### src/rtl/types_pkg.sv
// Shared types and constants for the dispatch stage: FU encodings, physical
// register file sizing and the renamed-instruction record.
package types_pkg;

    localparam int PREG_COUNT     = 128;
    localparam int PREG_W         = 7;
    localparam int DISPATCH_DEPTH = 2;
    localparam int CDB_PORTS      = 3;

    localparam logic [1:0] FU_ALU = 2'd0;
    localparam logic [1:0] FU_BR  = 2'd1;
    localparam logic [1:0] FU_MEM = 2'd2;

    typedef struct packed {
        logic [1:0]        fu;
        logic [PREG_W-1:0] pd_new;
        logic [PREG_W-1:0] pd_old;
        logic [PREG_W-1:0] ps1;
        logic [PREG_W-1:0] ps2;
        logic [11:0]       imm;
    } rename_data;

    // One-hot {mem, br, alu} target; unrecognised encodings fall back to the ALU.
    function automatic logic [2:0] fu_route(input logic [1:0] fu);
        logic [2:0] sel;
        case (fu)
            FU_BR:   sel = 3'b010;
            FU_MEM:  sel = 3'b100;
            default: sel = 3'b001;
        endcase
        return sel;
    endfunction

endpackage

### src/rtl/dispatch_preg_ready_table.sv
// Physical-register ready table: CDB completions set bits, dispatch clears the
// new destination. Define DISPATCH_CDB_BYPASS_EN to forward same-cycle CDB sets.
module preg_ready_table
    import types_pkg::*;
(
    input  logic                                clk,
    input  logic                                reset,
    input  logic [CDB_PORTS-1:0]                set_valid,
    input  logic [CDB_PORTS-1:0][PREG_W-1:0]    set_pd,
    input  logic                                clr_valid,
    input  logic [PREG_W-1:0]                   clr_pd,
    output logic [0:PREG_COUNT-1]               rtable
);

    localparam logic [0:PREG_COUNT-1] PREG0_MASK = {1'b1, {(PREG_COUNT-1){1'b0}}};

    logic [0:PREG_COUNT-1] table_r;
    logic [0:PREG_COUNT-1] set_mask_s;
    logic [0:PREG_COUNT-1] clr_mask_s;

    // Decode CDB completions and the dispatch clear into bit masks; preg 0 is never touched.
    always_comb begin
        set_mask_s = '0;
        clr_mask_s = '0;
        for (int k = 0; k < CDB_PORTS; k++) begin
            set_mask_s[set_pd[k]] = set_mask_s[set_pd[k]] |
                                    (set_valid[k] && (set_pd[k] != 7'd0));
        end
        clr_mask_s[clr_pd] = clr_valid && (clr_pd != 7'd0);
    end

    // Table update: clear beats a same-cycle set, preg 0 pinned ready.
    always_ff @(posedge clk) begin
        if (!reset) begin
            table_r <= '1;
        end else begin
            table_r <= ((table_r | set_mask_s) & ~clr_mask_s) | PREG0_MASK;
        end
    end

`ifdef DISPATCH_CDB_BYPASS_EN
    assign rtable = table_r | (set_mask_s & ~clr_mask_s);
`else
    assign rtable = table_r;
`endif

endmodule

### src/rtl/dispatch.sv
// Dispatch stage: 2-entry in-order buffer feeding ALU/BR/MEM reservation
// stations plus the preg ready table (optional DISPATCH_CDB_BYPASS_EN).
module dispatch
    import types_pkg::*;
(
    input  logic                                clk,
    input  logic                                reset,
    input  logic                                r_valid,
    input  rename_data                          r_data,
    output logic                                r_ready,
    input  logic                                rob_full,
    output logic                                rob_alloc,
    input  logic                                rs_full_alu,
    input  logic                                rs_full_br,
    input  logic                                rs_full_mem,
    output logic                                di_en_alu,
    output logic                                di_en_br,
    output logic                                di_en_mem,
    output rename_data                          di_data,
    input  logic [CDB_PORTS-1:0]                cdb_valid,
    input  logic [CDB_PORTS-1:0][PREG_W-1:0]    cdb_pd,
    input  logic                                mispredict,
    output logic [0:PREG_COUNT-1]               preg_rtable
);

    rename_data mem_r [DISPATCH_DEPTH];
    logic       head_r;
    logic       tail_r;
    logic [1:0] count_r;

    rename_data head_s;
    logic [2:0] route_s;
    logic       push_s;
    logic       pop_s;
    logic       has_head_s;

    assign head_s     = mem_r[head_r];
    assign route_s    = fu_route(head_s.fu);
    assign has_head_s = reset && (count_r != 2'd0);
    assign r_ready    = reset && (count_r < 2'd2);
    assign push_s     = r_valid && r_ready && !mispredict;
    assign pop_s      = rob_alloc;
    assign rob_alloc  = di_en_alu | di_en_br | di_en_mem;
    assign di_data    = has_head_s ? head_s : '0;

    // Head-only issue: a blocked head holds back everything behind it.
    always_comb begin
        di_en_alu = 1'b0;
        di_en_br  = 1'b0;
        di_en_mem = 1'b0;
        if (has_head_s && !rob_full && !mispredict) begin
            di_en_alu = route_s[0] && !rs_full_alu;
            di_en_br  = route_s[1] && !rs_full_br;
            di_en_mem = route_s[2] && !rs_full_mem;
        end else begin
            di_en_alu = 1'b0;
            di_en_br  = 1'b0;
            di_en_mem = 1'b0;
        end
    end

    // FIFO pointers and occupancy; a flush empties the buffer and drops the push.
    always_ff @(posedge clk) begin
        if (!reset) begin
            head_r  <= 1'b0;
            tail_r  <= 1'b0;
            count_r <= 2'd0;
        end else if (mispredict) begin
            head_r  <= 1'b0;
            tail_r  <= 1'b0;
            count_r <= 2'd0;
        end else begin
            if (push_s) begin
                tail_r <= ~tail_r;
            end
            if (pop_s) begin
                head_r <= ~head_r;
            end
            case ({push_s, pop_s})
                2'b10:   count_r <= count_r + 2'd1;
                2'b01:   count_r <= count_r - 2'd1;
                default: count_r <= count_r;
            endcase
        end
    end

    // Entry payload storage; validity is tracked by count_r alone.
    always_ff @(posedge clk) begin
        if (push_s) begin
            mem_r[tail_r] <= r_data;
        end
    end

    preg_ready_table u_rtable (
        .clk       (clk),
        .reset     (reset),
        .set_valid (cdb_valid),
        .set_pd    (cdb_pd),
        .clr_valid (rob_alloc),
        .clr_pd    (head_s.pd_new),
        .rtable    (preg_rtable)
    );

endmodule

### config.mk
export PLATFORM = sky130hd
export DESIGN_NAME = dispatch
export DESIGN_NICKNAME = d
export VERILOG_FILES = /design/src/rtl/types_pkg.sv /design/src/rtl/dispatch_preg_ready_table.sv /design/src/rtl/dispatch.sv
export SDC_FILE = /design/constraint.sdc
export NUM_CORES = 1
export LEC_CHECK = 0
export CAP_MARGIN = 20
export CORE_MARGIN = 1
export CORE_UTILIZATION = 35
export DETAILED_ROUTE_END_ITERATION = 16
export PLACE_DENSITY = 0.54
export SETUP_SLACK_MARGIN = 0.15
export SKIP_CTS_REPAIR_TIMING = 1
export SLEW_MARGIN = 40
export SYNTH_ARGS = -nofsm -noshare
export SYNTH_HDL_FRONTEND = slang
export SYNTH_SLANG_ARGS = --single-unit
### constraint.sdc
create_clock -name clk -period 4.9 [get_ports clk]
set_input_delay 1.47 -clock clk [delete_from_list [all_inputs] [get_ports clk]]
set_output_delay 1.47 -clock clk [all_outputs]
set_load 0.03 [all_outputs]
# After elaboration in Yosys (flattened, before gate mapping)
# Memory sizes are Yosys's and may differ from the RTL's. A register that Yosys moved wholly into a read port is not among the register bits.
# Cells that the tools add are included.
# classes
muxes,28
order_cmp,9
n_reduce_logical,29
bitwise,17
eq_ne,4
addsub,2
# op_table
operator,n
$bwmux W128,2
$and A127 B127 Y127,2
$and A128 B128 Y128,1
$not A127 Y127,1
$or A127 B127 Y127,1
$mux W42,1
$ge A8 B8 Y1 const B,4
$lt A8 B1 Y1 const B,4
$not A7 Y8,4
$demux W1 S7,4
$reduce_bool A7 Y1,4
$logic_and A1 B1 Y1,17
$mux W1,17
$bmux W1 S7,2
$pmux W3 S2,1
$logic_not A1 Y1,5
$or A1 B1 Y1,5
$eq A2 B1 Y1 const B,2
$eq A2 B2 Y1 const B,2
$pmux W2 S2,1
$reduce_bool A2 Y1,2
$not A1 Y1,3
$add A2 B1 Y2 const B,1
$lt A2 B2 Y1 const B,1
other kinds (2),2
# totals
out_inout_bits,175
word_cells,96
n_memories,2
rom_bits,128
inputBits,74
regBits,132
mem_bits_rw,84
# mem_list
memory,words,width,read_ports,rd_clocked_by_memory_dff,write_ports,line_no,rtl
(name not given),128,1,1,0,0,dispatch_preg_ready_table.sv:26,set_mask_s[set_pd[k]] = set_mask_s[set_pd[k]] |
mem_r,2,42,1,1,1,dispatch.sv:26,rename_data mem_r [DISPATCH_DEPTH];

# Depth between registers and ports, before layout
# depth
word_depth,18
depth_mapped,16
mapped_depth_nobuf,11

# Modules after synthesis
# From an unflattened synthesis, not the netlist that was laid out.
# unflattened
hier_cells,1986
area_unflattened_um2,15325.9
# modules_own_cells
module,n_inst,cells_per_inst,area_each_um2,seq_area_each_um2
preg_ready_table,1,1771,11807.6,2542.4
dispatch,1,215,3518.4,2622.5

# Worst setup path after synthesis
# OpenSTA, ideal clock, no wires.
# synth_timing
path_kind,input-to-output
start,input port mispredict
end,output port rob_alloc
arrival_ns,3.361
t_required_ns,3.430
stages,5
n_path_buf,0
slack_ns,0.069
cell_sequence,nand2b_1 > or3_1 > nor3b_1 > nor3_1 > inv_1
# synth_between
word_cells_on_any_way,7
# synth_lines
item,line_no,rtl
start: declaration,dispatch.sv:22,"input logic mispredict,"
$logic_not A1 Y1,dispatch.sv:51,if (has_head_s && !rob_full && !mispredict) begin
$logic_and A1 B1 Y1,dispatch.sv:51,
$mux W1,dispatch.sv:51,
named net di_en_mem,dispatch.sv:18,"output logic di_en_mem,"
$or A1 B1 Y1,dispatch.sv:43,assign rob_alloc = di_en_alu | di_en_br | di_en_mem;
end: declaration,dispatch.sv:12,"output logic rob_alloc,"
# The timed path passes the listed nets, and every way through them passes these cells.

# Worst setup path after layout
# layout_timing
start,input port cdb_pd[12] in the netlist's numbering
end,register u_rtable.table_r (netlist bit u_rtable.rtable[10])
# layout_between
elab_chain_cells,13
word_cells_on_any_way,20
# layout_rtl
item,line_no,rtl
start: declaration,dispatch.sv:21,"input logic [CDB_PORTS-1:0][PREG_W-1:0] cdb_pd,"
$not A7 Y8,"dispatch_preg_ready_table.sv:26, dispatch_preg_ready_table.sv:27",
$bmux W1 S7 (tied with other cells),dispatch_preg_ready_table.sv:26,
$mux W1 (implied by the code) or $logic_and A1 B1 Y1 (tied branches),"dispatch_preg_ready_table.sv:26, dispatch_preg_ready_table.sv:27",
$mux W1 (implied by the code),dispatch_preg_ready_table.sv:26,
$or A1 B1 Y1 or $demux W1 S7 (tied branches),dispatch_preg_ready_table.sv:26,
$bwmux W128 (*),dispatch_preg_ready_table.sv:26,
$bmux W1 S7,dispatch_preg_ready_table.sv:26,
$mux W1 (implied by the code) (2 in a row),dispatch_preg_ready_table.sv:26,
$or A1 B1 Y1,dispatch_preg_ready_table.sv:26,
$bwmux W128 (*),dispatch_preg_ready_table.sv:26,
$or A127 B127 Y127 (*),dispatch_preg_ready_table.sv:37,table_r <= ((table_r | set_mask_s) & ~clr_mask_s) | PREG0_MASK;
$and A127 B127 Y127 (*),dispatch_preg_ready_table.sv:37,
end signal: assignment,dispatch_preg_ready_table.sv:37,
end: declaration,dispatch_preg_ready_table.sv:17,logic [0:PREG_COUNT-1] table_r;
# Every way passes the cells marked *; elsewhere a longest branch is shown, timed or not. The select of a mux whose other input is x is not followed.
# A chain may end at the register's enable or synchronous reset.

==> results.sh <==
export IMPL_hold_depth=2
export IMPL_critPathMaxStageDelay_ps=550
export IMPL_clkPwrFrac_pct=43.0
export IMPL_tightest_slew_ps=956
export IMPL_hold_violations=0
export IMPL_tns_ps=0
export IMPL_clk_latency_ps=560
export IMPL_top_layer_used="met4"
export IMPL_crit_type="in -> reg"
export IMPL_irDropWorstVdd_v=0.000257
export IMPL_internal_power_mw=3.44
export IMPL_wl_per_cell_um=26.7
export IMPL_ys_flop_type="dfxtp_1"
export IMPL_ctsHtreeMaxLevel=1
export IMPL_detail_route_antenna_nets=0
export IMPL_synth_cell_type_count=81
export IMPL_syn_inst=2014
export IMPL_fin_nets=2608
export IMPL_route_met3_wl_um=9400
export IMPL_ys_ff_latch=216
export IMPL_crit_fanout=17
export IMPL_worstReg2RegEnd="u_rtable.rtable[42]"
export IMPL_wl_met1_um=34400
export IMPL_root_buffer="clkbuf_16"
export IMPL_num_antenna_cells=0
export IMPL_crit_slowest_cell="clkdlybuf4s50_1"
export IMPL_yosysWarnings=0
export IMPL_crit_path_cell_trace="clkdlybuf4s50_1, buf_4, nor4bb_1, buf_4, o21ai_0, o22ai_1, a311o_1, nor2_4, buf_4, nor3_1, a211oi_1, a211oi_2, buf_4, nor3_4, buf_6, buf_12, a41oi_1"
export IMPL_drcViolationCount=0
export IMPL_clk_path_buf_depth=3
export IMPL_firstDrtPassIters=7
export IMPL_synth_top_cell_area_share_pct=17.4
export IMPL_yosysTopAreaCell="dfxtp_1"
export IMPL_portBuffers=247
export IMPL_grt_pass1_vias=18000
export IMPL_outcome="finished clean"
export IMPL_overflow=0
export IMPL_max_freq_mhz=215
export IMPL_switching_share_pct=28.3
export IMPL_synth_edf_count=84
export IMPL_p_per_area_mw_per_mm2=216
export IMPL_syn_cell_area_sq_mm=0.0152
export IMPL_drv_slew=0
export IMPL_hpwl_um=63000
export IMPL_start_util_pct=35.8
export IMPL_fp_dieArea_sq_mm=0.0442
export IMPL_hp_start="head_r"
export IMPL_cts_clk_slew_worst_paths_ps=60
export IMPL_cp_start_kind="primary input"
export IMPL_avgSynthCellArea_sq_um=7.53
export IMPL_rsz0062_at_grt="no"
export IMPL_wl_met2_um=35400
export IMPL_via_per_inst=6.17
export IMPL_drt_iter0_drc=2459
export IMPL_stdcell_count=3127
export IMPL_num_fill_cells=4126
export IMPL_io_pins=249
export IMPL_die_w_um=210
export IMPL_fin_crit_sh_pct=94.9
export IMPL_utilization_pct=52.6
export IMPL_required_ps=5280
export IMPL_fin_skew_ps=15.5
export IMPL_vias=19300
export IMPL_synthArstFlopShare_pct=0
export IMPL_antenna_found_initial=0
export IMPL_dpl_cell_area_sq_mm=0.0209
export IMPL_grt_max_degree=84
export IMPL_clock_sinks=216
export IMPL_fp_row_count=75
export IMPL_cap_violations=0
export IMPL_finalWirelength_um=83600
export IMPL_final_cell_area_sq_mm=0.0223
export IMPL_grt_pass1_wl_um=121000
export IMPL_fin_crit_ps=4650
export IMPL_yosysSeqAreaShare_pct=34.1
export IMPL_hold_path_class="reg -> reg"
export IMPL_endpoint_kind="flip-flop"
export IMPL_arrival_ps=5030
export IMPL_synth_area_top_cells="dfxtp_1 17%, edfxtp_1 17%, nor2_1 6.8%"
export IMPL_gp_congestion=1.06
export IMPL_pwr_share_comb_pct=17.7
export IMPL_setup_viol=0
export IMPL_dp_cells=3069
export IMPL_cts_tree="built"
export IMPL_slew_headroom_pct=36.0
export IMPL_p_sw_mw=1.36
export IMPL_synth_fp_nets=2091
export IMPL_r2r_cells=11
export IMPL_core_sq_mm=0.0423
export IMPL_crit_top_cell="buf_4"
export IMPL_drive_gt1_share_pct=21.6
export IMPL_cts_made_buffers=26
export IMPL_p_leak_nw=7.89
export IMPL_r2r_slack_ps=1310
export IMPL_p_seq_share_pct=39.2
export IMPL_area_growth_syn_to_layout_pct=46.8
export IMPL_grt_usage_pct=36.6
export IMPL_fp_dieH_um=210
## metal layers
metal,track usage (%),up-vias
li1,-,8645
met1,50.3,9158
met2,54.2,1256
met3,8.30,245
met4,17.2,0
met5,0,-
## stage by stage
step	hold slack, ps	total power [mW]	worst slack [ps]
after floorplan	481	2.27	239
after global placement	490	2.69	-777
after detailed placement	503	2.69	-787
after CTS	511	4.74	-237
after global routing	545	4.91	139
final	518	4.80	249
## placed cells by master (no fill, tap or decap), types with 27 or more instances in the layout
| master | instances |
|---|---|
| inv_1 | 54 |
| edfxtp_1 | 84 |
| o22ai_1 | 79 |
| nor3_1 | 61 |
| a21oi_1 | 83 |
| nand2_1 | 219 |
| buf_4 | 403 |
| o211ai_1 | 38 |
| nand3_1 | 67 |
| dfxtp_1 | 131 |
| clkbuf_16 | 27 |
| clkdlybuf4s50_1 | 237 |
| a41oi_1 | 31 |
| o21ai_0 | 141 |
| a31oi_1 | 102 |
| mux2i_1 | 41 |
| nor2_1 | 262 |
| o32ai_1 | 41 |
| nand2b_1 | 61 |
## worst max-delay path: cells and delay by family
| family | cells | cell delay [ps] |
|---|---|---|
| AO/OA/AOI/OAI | 6 | 1350 |
| AND/OR/NAND/NOR | 4 | 620 |
| buffers and inverters | 7 | 1600 |
## worst max path at each step
stage	from	end	slack [ps]
4_1_cts	cdb_pd[3]	u_rtable.rtable[88]	-240
2_1_floorplan	cdb_pd[3]	u_rtable.rtable[104]	240
3_5_place_dp	cdb_pd[3]	u_rtable.rtable[88]	-790
5_1_grt	cdb_pd[1]	u_rtable.rtable[23]	140
3_3_place_gp	cdb_pd[3]	u_rtable.rtable[95]	-780
6_report	cdb_pd[12]	u_rtable.rtable[10]	250
## synthesized netlist by cell type, types with 14 or more instances
master    instances
o22ai_1          80
nor2_1          275
a31oi_1         103
o21ai_0         144
mux2i_1          41
nand4b_1         16
a21oi_1          83
edfxtp_1         84
nand3_1          67
nor4_1           23
buf_2            23
a41oi_1          31
nor2b_1          14
a211oi_1         25
o32ai_1          41
inv_1            55
nor3_1           70
dfxtp_1         132
clkbuf_1        129
o211ai_1         38
nand2_1         220
nand2b_1         61
## cell type report
cell class                      count  area [sq um]  share of cell area (%)
Multi-Input combinational cell   1567          9460                    42.5
Clock buffer                       31           669                    3.01
Clock inverter                     16           223                    1.00
Tap cell                          577           722                    3.24
Inverter                           55           206                   0.928
Timing Repair Buffer              665          5810                    26.1
Sequential cell                   216          5170                    23.2
## flip-flops by register name, indices dropped and copies added (netlist names), named ones only
signal	count
tail_r	1
u_rtable.rtable	127
mem_r	84
count_r	2
head_r	1
## power groups by stage
stage	Combinational (mW)	Clock (mW)	Sequential [mW]
after floorplan	0.345	0	1.92
after global placement	0.770	0	1.92
after detailed placement	0.771	0	1.92
after CTS	0.775	2.09	1.88
after global routing	0.875	2.15	1.88
final	0.851	2.06	1.88
## logic make-up (layout without fill, tap and decap cells)
family	count (synthesis)	after routing	share of synthesized area [%]
adders and majority gates	3	3	0.248
buffers and inverters	232	767	6.22
other	1	1	0.0247
AOI/OAI and AO/OA	654	654	28.6
and+or+nand+nor	852	853	27.2
xor gates and xnor gates	14	14	0.809
DFF	216	216	34.1
muxes	42	42	2.78
(Power assumes the default switching activity.)
